File: config.mk
export PLATFORM = sky130hd
export DESIGN_NAME = cplx_weight_mult
export DESIGN_NICKNAME = d
export VERILOG_FILES = /design/src/rtl/bf_pkg.sv /design/src/rtl/round_sat.sv /design/src/rtl/cplx_weight_mult.sv
export SDC_FILE = /design/constraint.sdc
export NUM_CORES = 2
export LEC_CHECK = 0
export CAP_MARGIN = 10
export CORE_MARGIN = 1
export CORE_UTILIZATION = 23
export CTS_BUF_LIST = sky130_fd_sc_hd__clkbuf_8
export CTS_CLUSTER_SIZE = 25
export DETAILED_ROUTE_END_ITERATION = 10
export GPL_TIMING_DRIVEN = 0
export PLACE_DENSITY = 0.37
export REMOVE_ABC_BUFFERS = 1
export SKIP_CTS_REPAIR_TIMING = 1
export SLEW_MARGIN = 0
export SYNTH_ARGS = -nofsm -noshare
export SYNTH_HDL_FRONTEND = slang
export SYNTH_SLANG_ARGS = --single-unit
File: constraint.sdc
create_clock -name clk -period 8.35 [get_ports clk]
set_clock_uncertainty 0.05 [all_clocks]
set_input_delay 1.67 -clock clk [delete_from_list [all_inputs] [get_ports clk]]
set_output_delay 1.67 -clock clk [all_outputs]
set_load 0.02 [all_outputs]
File: src/rtl/bf_pkg.sv
// +--------------------------------------------------------------------+
// | bf_pkg : shared beamformer widths, Q1.17 constants, sat bounds      |
// | Rev 1.0                                                             |
// +--------------------------------------------------------------------+
`default_nettype none

package bf_pkg;

   localparam int DW_DEF   = 18;
   localparam int WW_DEF   = 18;
   localparam int OW_DEF   = 18;
   localparam int FRAC_DEF = 17;

   localparam int ONE_Q    = 131071;
   localparam int HALF_LSB = 2 ** (FRAC_DEF - 1);

   // Output clamp bounds, shared with the channel-sum adder
   localparam int SAT_MAX  = (2 ** (OW_DEF - 1)) - 1;
   localparam int SAT_MIN  = -(2 ** (OW_DEF - 1));

endpackage

`default_nettype wire

File: src/rtl/round_sat.sv
// +--------------------------------------------------------------------+
// | round_sat : round half toward +inf, drop FRAC bits, clamp to OW     |
// | Rev 1.0                                                             |
// +--------------------------------------------------------------------+
`default_nettype none

module round_sat
   import bf_pkg::*;
#(
   parameter int IW   = DW_DEF + WW_DEF + 1,
   parameter int OW   = OW_DEF,
   parameter int FRAC = FRAC_DEF
) (
   input  logic signed [IW-1:0] din,
   output logic signed [OW-1:0] dout,
   output logic                 sat
);

   // One guard bit so the rounding add can never wrap
   localparam int EW  = IW + 1;
   localparam int SHW = EW - FRAC;

   localparam logic signed [EW-1:0]  HALF = EW'(1) << (FRAC - 1);
   localparam logic signed [SHW-1:0] MAXV = {{(SHW-OW+1){1'b0}}, {(OW-1){1'b1}}};
   localparam logic signed [SHW-1:0] MINV = {{(SHW-OW+1){1'b1}}, {(OW-1){1'b0}}};

   logic signed [EW-1:0]  rnd;
   logic signed [SHW-1:0] shf;
   logic                  over;
   logic                  under;

   always_comb begin
      rnd   = EW'(din) + HALF;
      shf   = SHW'(rnd >>> FRAC);
      over  = (shf > MAXV);
      under = (shf < MINV);
      sat   = over | under;
      if (over) begin
         dout = MAXV[OW-1:0];
      end else if (under) begin
         dout = MINV[OW-1:0];
      end else begin
         dout = shf[OW-1:0];
      end
   end

endmodule

`default_nettype wire

File: src/rtl/cplx_weight_mult.sv
// +--------------------------------------------------------------------+
// | cplx_weight_mult : 4-stage complex sample x weight multiplier with  |
// | double-buffered weight. Rev 1.0                                     |
// +--------------------------------------------------------------------+
`default_nettype none

module cplx_weight_mult
   import bf_pkg::*;
#(
   parameter int DW      = DW_DEF,
   parameter int WW      = WW_DEF,
   parameter int OW      = OW_DEF,
   parameter int FRAC    = FRAC_DEF,
   parameter int W_RST_I = ONE_Q,
   parameter int W_RST_Q = 0
) (
   input  logic                 clk,
   input  logic                 rst,
   input  logic                 din_valid,
   input  logic signed [DW-1:0] dinI,
   input  logic signed [DW-1:0] dinQ,
   input  logic                 w_load,
   input  logic signed [WW-1:0] w_inI,
   input  logic signed [WW-1:0] w_inQ,
   input  logic                 w_commit,
   output logic                 dout_valid,
   output logic signed [OW-1:0] doutI,
   output logic signed [OW-1:0] doutQ,
   output logic                 sat_flag
);

   localparam int PW = DW + WW;
   localparam int SW = PW + 1;
   localparam logic signed [WW-1:0] W_RST_RE = WW'(W_RST_I);
   localparam logic signed [WW-1:0] W_RST_IM = WW'(W_RST_Q);

   logic signed [WW-1:0] shd_re_q, shd_re_d, shd_im_q, shd_im_d;
   logic signed [WW-1:0] act_re_q, act_re_d, act_im_q, act_im_d;
   logic                 s1_valid_q, s1_valid_d;
   logic signed [DW-1:0] s1_d_re_q, s1_d_re_d, s1_d_im_q, s1_d_im_d;
   logic signed [WW-1:0] s1_w_re_q, s1_w_re_d, s1_w_im_q, s1_w_im_d;
   logic                 s2_valid_q, s2_valid_d;
   logic signed [PW-1:0] s2_rr_q, s2_rr_d, s2_ii_q, s2_ii_d;
   logic signed [PW-1:0] s2_ri_q, s2_ri_d, s2_ir_q, s2_ir_d;
   logic                 s3_valid_q, s3_valid_d;
   logic signed [SW-1:0] s3_re_q, s3_re_d, s3_im_q, s3_im_d;
   logic                 dout_valid_q, dout_valid_d;
   logic signed [OW-1:0] dout_re_q, dout_re_d, dout_im_q, dout_im_d;
   logic                 sat_q, sat_d;

   logic signed [OW-1:0] rs_re, rs_im;
   logic                 rs_re_sat, rs_im_sat;

   round_sat #(.IW(SW), .OW(OW), .FRAC(FRAC)) u_rs_re (
      .din  (s3_re_q),
      .dout (rs_re),
      .sat  (rs_re_sat)
   );

   round_sat #(.IW(SW), .OW(OW), .FRAC(FRAC)) u_rs_im (
      .din  (s3_im_q),
      .dout (rs_im),
      .sat  (rs_im_sat)
   );

   always_comb begin
      shd_re_d = w_load ? w_inI : shd_re_q;
      shd_im_d = w_load ? w_inQ : shd_im_q;
      // Simultaneous load+commit bypasses the shadow straight to active
      act_re_d = act_re_q;
      act_im_d = act_im_q;
      if (w_commit) begin
         act_re_d = w_load ? w_inI : shd_re_q;
         act_im_d = w_load ? w_inQ : shd_im_q;
      end

      s1_valid_d = din_valid;
      s1_d_re_d  = dinI;
      s1_d_im_d  = dinQ;
      s1_w_re_d  = act_re_q;
      s1_w_im_d  = act_im_q;

      s2_valid_d = s1_valid_q;
      s2_rr_d    = PW'(s1_d_re_q) * PW'(s1_w_re_q);
      s2_ii_d    = PW'(s1_d_im_q) * PW'(s1_w_im_q);
      s2_ri_d    = PW'(s1_d_re_q) * PW'(s1_w_im_q);
      s2_ir_d    = PW'(s1_d_im_q) * PW'(s1_w_re_q);

      s3_valid_d = s2_valid_q;
      s3_re_d    = SW'(s2_rr_q) - SW'(s2_ii_q);
      s3_im_d    = SW'(s2_ri_q) + SW'(s2_ir_q);

      dout_valid_d = s3_valid_q;
      dout_re_d    = s3_valid_q ? rs_re : dout_re_q;
      dout_im_d    = s3_valid_q ? rs_im : dout_im_q;
      sat_d        = s3_valid_q & (rs_re_sat | rs_im_sat);
   end

   always_ff @(posedge clk) begin
      if (rst) begin
         shd_re_q     <= W_RST_RE;
         shd_im_q     <= W_RST_IM;
         act_re_q     <= W_RST_RE;
         act_im_q     <= W_RST_IM;
         s1_valid_q   <= 1'b0;
         s1_d_re_q    <= '0;
         s1_d_im_q    <= '0;
         s1_w_re_q    <= '0;
         s1_w_im_q    <= '0;
         s2_valid_q   <= 1'b0;
         s2_rr_q      <= '0;
         s2_ii_q      <= '0;
         s2_ri_q      <= '0;
         s2_ir_q      <= '0;
         s3_valid_q   <= 1'b0;
         s3_re_q      <= '0;
         s3_im_q      <= '0;
         dout_valid_q <= 1'b0;
         dout_re_q    <= '0;
         dout_im_q    <= '0;
         sat_q        <= 1'b0;
      end else begin
         shd_re_q     <= shd_re_d;
         shd_im_q     <= shd_im_d;
         act_re_q     <= act_re_d;
         act_im_q     <= act_im_d;
         s1_valid_q   <= s1_valid_d;
         s1_d_re_q    <= s1_d_re_d;
         s1_d_im_q    <= s1_d_im_d;
         s1_w_re_q    <= s1_w_re_d;
         s1_w_im_q    <= s1_w_im_d;
         s2_valid_q   <= s2_valid_d;
         s2_rr_q      <= s2_rr_d;
         s2_ii_q      <= s2_ii_d;
         s2_ri_q      <= s2_ri_d;
         s2_ir_q      <= s2_ir_d;
         s3_valid_q   <= s3_valid_d;
         s3_re_q      <= s3_re_d;
         s3_im_q      <= s3_im_d;
         dout_valid_q <= dout_valid_d;
         dout_re_q    <= dout_re_d;
         dout_im_q    <= dout_im_d;
         sat_q        <= sat_d;
      end
   end

   assign dout_valid = dout_valid_q;
   assign doutI      = dout_re_q;
   assign doutQ      = dout_im_q;
   assign sat_flag   = sat_q;

endmodule

`default_nettype wire
Word-level counts from Yosys, hierarchy flattened
Cells that the tools add are included.
{"block": "op_classes", "n_addsub": 4, "n_mul": 4, "n_div": 0, "magnitude_cmp": 4, "n_eq_ne": 0, "shifts": 0, "n_mux": 6, "bitwise_logic": 4, "reduce_logical": 0}
{"operator": "$mul 18x18->36", "n": 4}
{"operator": "$mux 18", "n": 6}
{"operator": "$add 37x18->38 const B", "n": 2}
{"operator": "$gt 21x18->1 const B", "n": 2}
{"operator": "$lt 21x18->1 const B", "n": 2}
{"operator": "$add 36x36->37", "n": 1}
{"operator": "$sub 36x36->37", "n": 1}
{"operator": "$or 1x1->1", "n": 3}
{"operator": "$and 1x1->1", "n": 1}
{"block": "word_totals", "ff_bits": 403, "latchBits": 0, "ramBits": 0, "mem_bits_ro": 0, "out_inout_bits": 38, "wordCells": 43, "n_memories": 0}

Longest topological paths before layout
{"block": "depth", "depth_word": 5, "mapped_depth": 27, "ltp_nobuf": 24}

Hierarchy
From an unflattened synthesis, not the netlist that was laid out.
{"block": "unflattened", "hier_cells": 7122, "hier_area_um2": 64848.4}
{"mod": "cplx_weight_mult", "instances": 1, "cells_each": 6960, "area_per_inst_um2": 63647.3}
{"mod": "round_sat", "instances": 2, "cells_each": 81, "area_per_inst_um2": 600.6}

Worst setup path before layout
OpenSTA, ideal clock, no wires.
{"block": "synth_timing", "kind": "reg2reg", "startpoint": "register s1_d_re_q[12]", "endpoint": "register s2_rr_q[34]", "arrival_ns": 6.187, "t_required_ns": 8.179, "setup_slack_ns": 1.992, "stages_incl_launch_ff": 24, "period_less_slack_ns": 6.358, "cell_sequence": "dfxtp_1 -> clkbuf_1 -> clkbuf_1 -> nand2_1 -> fa_1 -> fa_1 -> fa_1 -> inv_1 -> fa_1 -> fa_1 -> inv_1 -> fa_1 -> inv_1 -> ha_1 -> clkbuf_1 -> a21o_1 -> a21oi_1 -> o21bai_1 -> a21o_1 -> a221o_1 -> a21oi_4 -> o21ai_2 -> a311o_1 -> mux2_4"}
{"block": "synth_via", "elab_chain_cells": 1}
{"item": "start, declared", "line": "cplx_weight_mult.sv:40", "rtl": "logic signed [DW-1:0] s1_d_re_q, s1_d_re_d, s1_d_im_q, s1_d_im_d;"}
{"item": "start signal, assigned", "line": "cplx_weight_mult.sv:128", "rtl": "s1_d_re_q <= s1_d_re_d;"}
{"item": "$mul 18x18->36", "line": "cplx_weight_mult.sv:84", "rtl": "s2_rr_d = PW'(s1_d_re_q) * PW'(s1_w_re_q);"}
{"item": "end signal, assigned", "line": "cplx_weight_mult.sv:133", "rtl": "s2_rr_q <= s2_rr_d;"}
{"item": "end, declared", "line": "cplx_weight_mult.sv:43", "rtl": "logic signed [PW-1:0] s2_rr_q, s2_rr_d, s2_ii_q, s2_ii_d;"}
Every way passes these cells.
A chain may end at the register's enable or synchronous reset.

Worst setup path in the final report
{"block": "layout_timing", "startpoint": "register s1_w_im_q[17]", "endpoint": "register s2_ri_q[30]"}
{"block": "layout_via", "elab_chain_cells": 1}
{"item": "start, declared", "line": "cplx_weight_mult.sv:41", "rtl": "logic signed [WW-1:0] s1_w_re_q, s1_w_re_d, s1_w_im_q, s1_w_im_d;"}
{"item": "start signal, assigned", "line": "cplx_weight_mult.sv:131", "rtl": "s1_w_im_q <= s1_w_im_d;"}
{"item": "$mul 18x18->36", "line": "cplx_weight_mult.sv:86", "rtl": "s2_ri_d = PW'(s1_d_re_q) * PW'(s1_w_im_q);"}
{"item": "end signal, assigned", "line": "cplx_weight_mult.sv:135", "rtl": "s2_ri_q <= s2_ri_d;"}
{"item": "end, declared", "line": "cplx_weight_mult.sv:44", "rtl": "logic signed [PW-1:0] s2_ri_q, s2_ri_d, s2_ir_q, s2_ir_d;"}
Every way passes these cells.

==> summary.md <==
| Metric | Value |
|---|---|
| Outcome | `completed` |
| Root Driver | `clkbuf_8` |
| Synthesis Warnings | `0` |
| Layout net count | `about 8700` |
| GR Overflow Total | `0` |
| Placed Instances | `10300` |
| CP startpoint | `s1_w_im_q[17]$_SDFF_PP0_` |
| Initial Util | `23.1%` |
| Footprint of the multi-input gates | `48200 sq um` |
| Worst-path maximum fanout | `29` |
| Register area | `7510 sq um` |
| Logic pwr share | `69.5%` |
| Sw Ratio | `49.7%` |
| CTS Buf Count | `83` |
| Pre-antenna DRT Iters | `6` |
| Area delta synth->final | `12.7%` |
| Yosys reg bits | `approximately 370` |
| Avg Synthesized Cell Area | `approximately 9.1 sq um` |
| Site Rows | `191` |
| RSZ-0062 raised after global routing | `false` |
| Max-slew headroom | `22.0%` |
| Drt drc | `0` |
| Initial antenna violation count | `6` |
| Crit path DAT | `8.48 ns` |
| Final cell count without fillers | `10500` |
| Hold depth | `1` |
| Clock tree buffer depth | `3` |
| Flop-to-flop setup slack | `between 0.4 and 0.5 ns` |
| Hold Path End | `s2_valid_q$_SDFF_PP0_` |
| Total wire length | `185 mm` |
| Final HPWL DP | `roughly 150 mm` |
| Seq/Total Area, Yosys | `roughly an eighth` |
| Antenna-violating nets left | `0` |
| Hold slack | `approximately 0.38 ns` |
| # IOs | `115` |
| EDFF count, synth | `0` |
| Hold WC Path Type | `flip-flop to flip-flop` |
| Die Area | `275000 sq um` |
| Clock transition at path regs | `0.06 ns` |
| Core ar. | `271000 sq um` |
| Setup Viol. Count Final | `0` |
| Ranking of synthesized cells by area | `fa_1 (42%), dfxtp_1 (12%), inv_1 (9.3%)` |
| Fraction of layout cells with a size suffix above 1 | `4.88%` |
| Cells after synthesis | `6906` |
| Final hold vios | `0` |
| Clock network fraction of design power | `14.9%` |
| Most frequent cells after synthesis | `inv_1 (1552), fa_1 (1316), nand2_1 (696), and2_1 (642), ha_1 (444)` |
| Cell taking the most area after synthesis | `fa_1` |
| R2R Path Start | `s1_w_im_q[17]$_SDFF_PP0_` |
| Tot GR Track Use | `about 14%` |
| First-pass GRT wire length | `298 mm` |
| Fin. max-slew vios | `0` |
| Yosys top cell area share | `approximately two fifths` |
| Die width | `524 um` |
| CP required | `8.90 ns` |
| Reg power frac | `roughly 16%` |
| CP endpoint kind | `flip-flop` |
| Power Dens Cells | `231 nW/um^2` |
| Mapped Area | `62700 sq um` |
| Largest net degree at the start of global routing | `~140` |
| Worst Reg2Reg Path Length in Cells | `20` |
| Most frequent cell after synthesis | `inv_1` |
| Worst-margin pin slew | `1.15 ns` |
| WL/cell | `17.7 um` |
| Fillers | `between 20000 and 30000` |
| Maximum clock frequency | `126 MHz` |
| DR vias | `43800` |
| H-tree Lvls | `3` |
| Clock Sink Count | `between 300 and 400` |
| Vias in the first global route | `49000` |
| Peak supply drop | `0.265 mV` |
| Crit start category | `flip-flop` |
| HP Start | `s1_valid_q$_SDFF_PP0_` |
| Reg-to-reg endpoint | `s2_ri_q[30]$_SDFF_PP0_` |
| Clk_lat worst skew | `0.87 ns` |
| Synth unique cells | `76` |
| Max_cap viols | `0` |
| Overall Power | `16.3 mW` |
| Gpl congestion | `0.798` |
| 1st-iter DRT viols | `1707` |
| Static Leak | `~34 nW` |
| Vias per cell | `~4.2` |
| Crit Path Category | `flip-flop to flip-flop` |
| TritonCTS clock tree | `done` |
| Min Clock Period, post-route | `between 7 and 8 ns` |
| I/O Buffers | `114` |
| Predominant post-synthesis flop cell | `dfxtp_1` |
| Switch Pwr | `about 8.1 mW` |
| Crit share post-route | `between 90% and 100%` |
| Internal power consumption | `8.22 mW` |
| Asr flop ratio synth | `0%` |
| Vert. Die Dim | `524 um` |
-- cell families after synthesis --
kind of cell / after synthesis / synth area share (%)
simple gates: 2086 / 16.7
xor+xnor: 186 / 2.60
fa+ha+maj: 1760 / 50.9
compound gates: 559 / 5.90
flops: 371 / 11.8
buf+inv: 1898 / 11.4
mux: 46 / 0.754
-- power by group through the flow --
stage | Sequential, mW | Clock [mW] | Combinational (mW)
global placement | 2.88 | 0 | 11.2
detailed placement | 2.63 | 0 | 11.5
floorplan | 2.45 | 0 | 8.20
finish | 2.56 | 2.43 | 11.4
global route | 2.60 | 2.65 | 13.1
CTS | 2.59 | 2.59 | 11.6
-- area by class of cell --
cell class / count / share of cell area, %
timing repair buffer: 192 / 3.84
inverter: 1553 / 8.25
clock buffer: 110 / 2.14
sequential: 371 / 10.6
antenna: 14 / 0.0495
clock inverter: 42 / 0.589
tap: 3570 / 6.32
multi-input combinational: 4637 / 68.2
-- cell usage in the layout (no fill, tap or decap), types with 39 or more instances in the layout --
master and instances:
a211oi_1 41, a21o_1 88, a21oi_1 149, and2_1 642, buf_12 67, clkbuf_8 110, clkdlybuf4s50_1 111, dfxtp_1 301
dfxtp_2 70, fa_1 1316, ha_1 444, inv_1 1569, mux2i_1 39, nand2_1 696, nand2b_1 68, nand3_1 42
nor2_1 335, nor2b_1 120, nor3_1 47, o21ai_0 81, xnor2_1 108, xor2_1 78
-- worst max path at each step --
stage | to | slack [ns]
final | s2_ri_q[30]$_SDFF_PP0_ | 0.42
after global routing | s2_ri_q[30]$_SDFF_PP0_ | 0.11
after CTS | s2_ri_q[30]$_SDFF_PP0_ | -0.63
after detailed placement | s2_ri_q[30]$_SDFF_PP0_ | -0.60
after global placement | doutI[0]$_SDFFE_PP0P_ | -11.80
after floorplan | s2_ir_q[34]$_SDFF_PP0_ | 1.98
-- metrics by stage --
stage / TNS [ns] / setup slack (ns) / util [%] / instance area (sq um)
finish: 0 / 0.424 / 26.1 / 70700
global route: 0 / 0.115 / 26.1 / 70700
CTS: -4.79 / -0.631 / 26.1 / 70600
detailed placement: -4.73 / -0.604 / 25.4 / 68700
global placement: -2541.95 / -11.80 / 24.7 / 67000
floorplan: 0 / 1.98 / - / 61400
-- sequential cells by signal, indices dropped and copies added (netlist names), 18 cells and up --
register / cells
s1_w_im_q: 18
act_re_q: 18
s2_ii_q: 36
doutQ: 18
s1_d_re_q: 18
act_im_q: 18
s2_ir_q: 36
shd_re_q: 18
s2_rr_q: 36
s3_im_q: 21
doutI: 18
s3_re_q: 21
s1_d_im_q: 18
s2_ri_q: 36
shd_im_q: 18
s1_w_re_q: 18
-- worst max-delay path: stages, from the launching register on --
cell,delay (ns)
dfxtp_1,0.65
buf_16,0.22
clkinv_2,0.62
nor2_1,0.40
fa_1,0.50
fa_1,0.48
fa_1,0.41
fa_1,0.43
fa_1,0.54
inv_1,0.06
fa_1,0.53
inv_1,0.06
ha_1,0.40
a21o_1,0.22
a21oi_1,0.14
nor2_1,0.05
nor2_1,0.19
nand2_1,0.07
o21ai_0,0.51
a31oi_1,0.29
nor3_1,0.83
-- routing by layer --
metal	vias to the layer above	global-route usage, %	routed length, um
met3	152	1.47	4920
li1	20400	-	-
met4	2	3.25	3770
met5	-	0	11
met2	501	24.4	90300
met1	22800	19.0	86400
(Power assumes the default switching activity.)
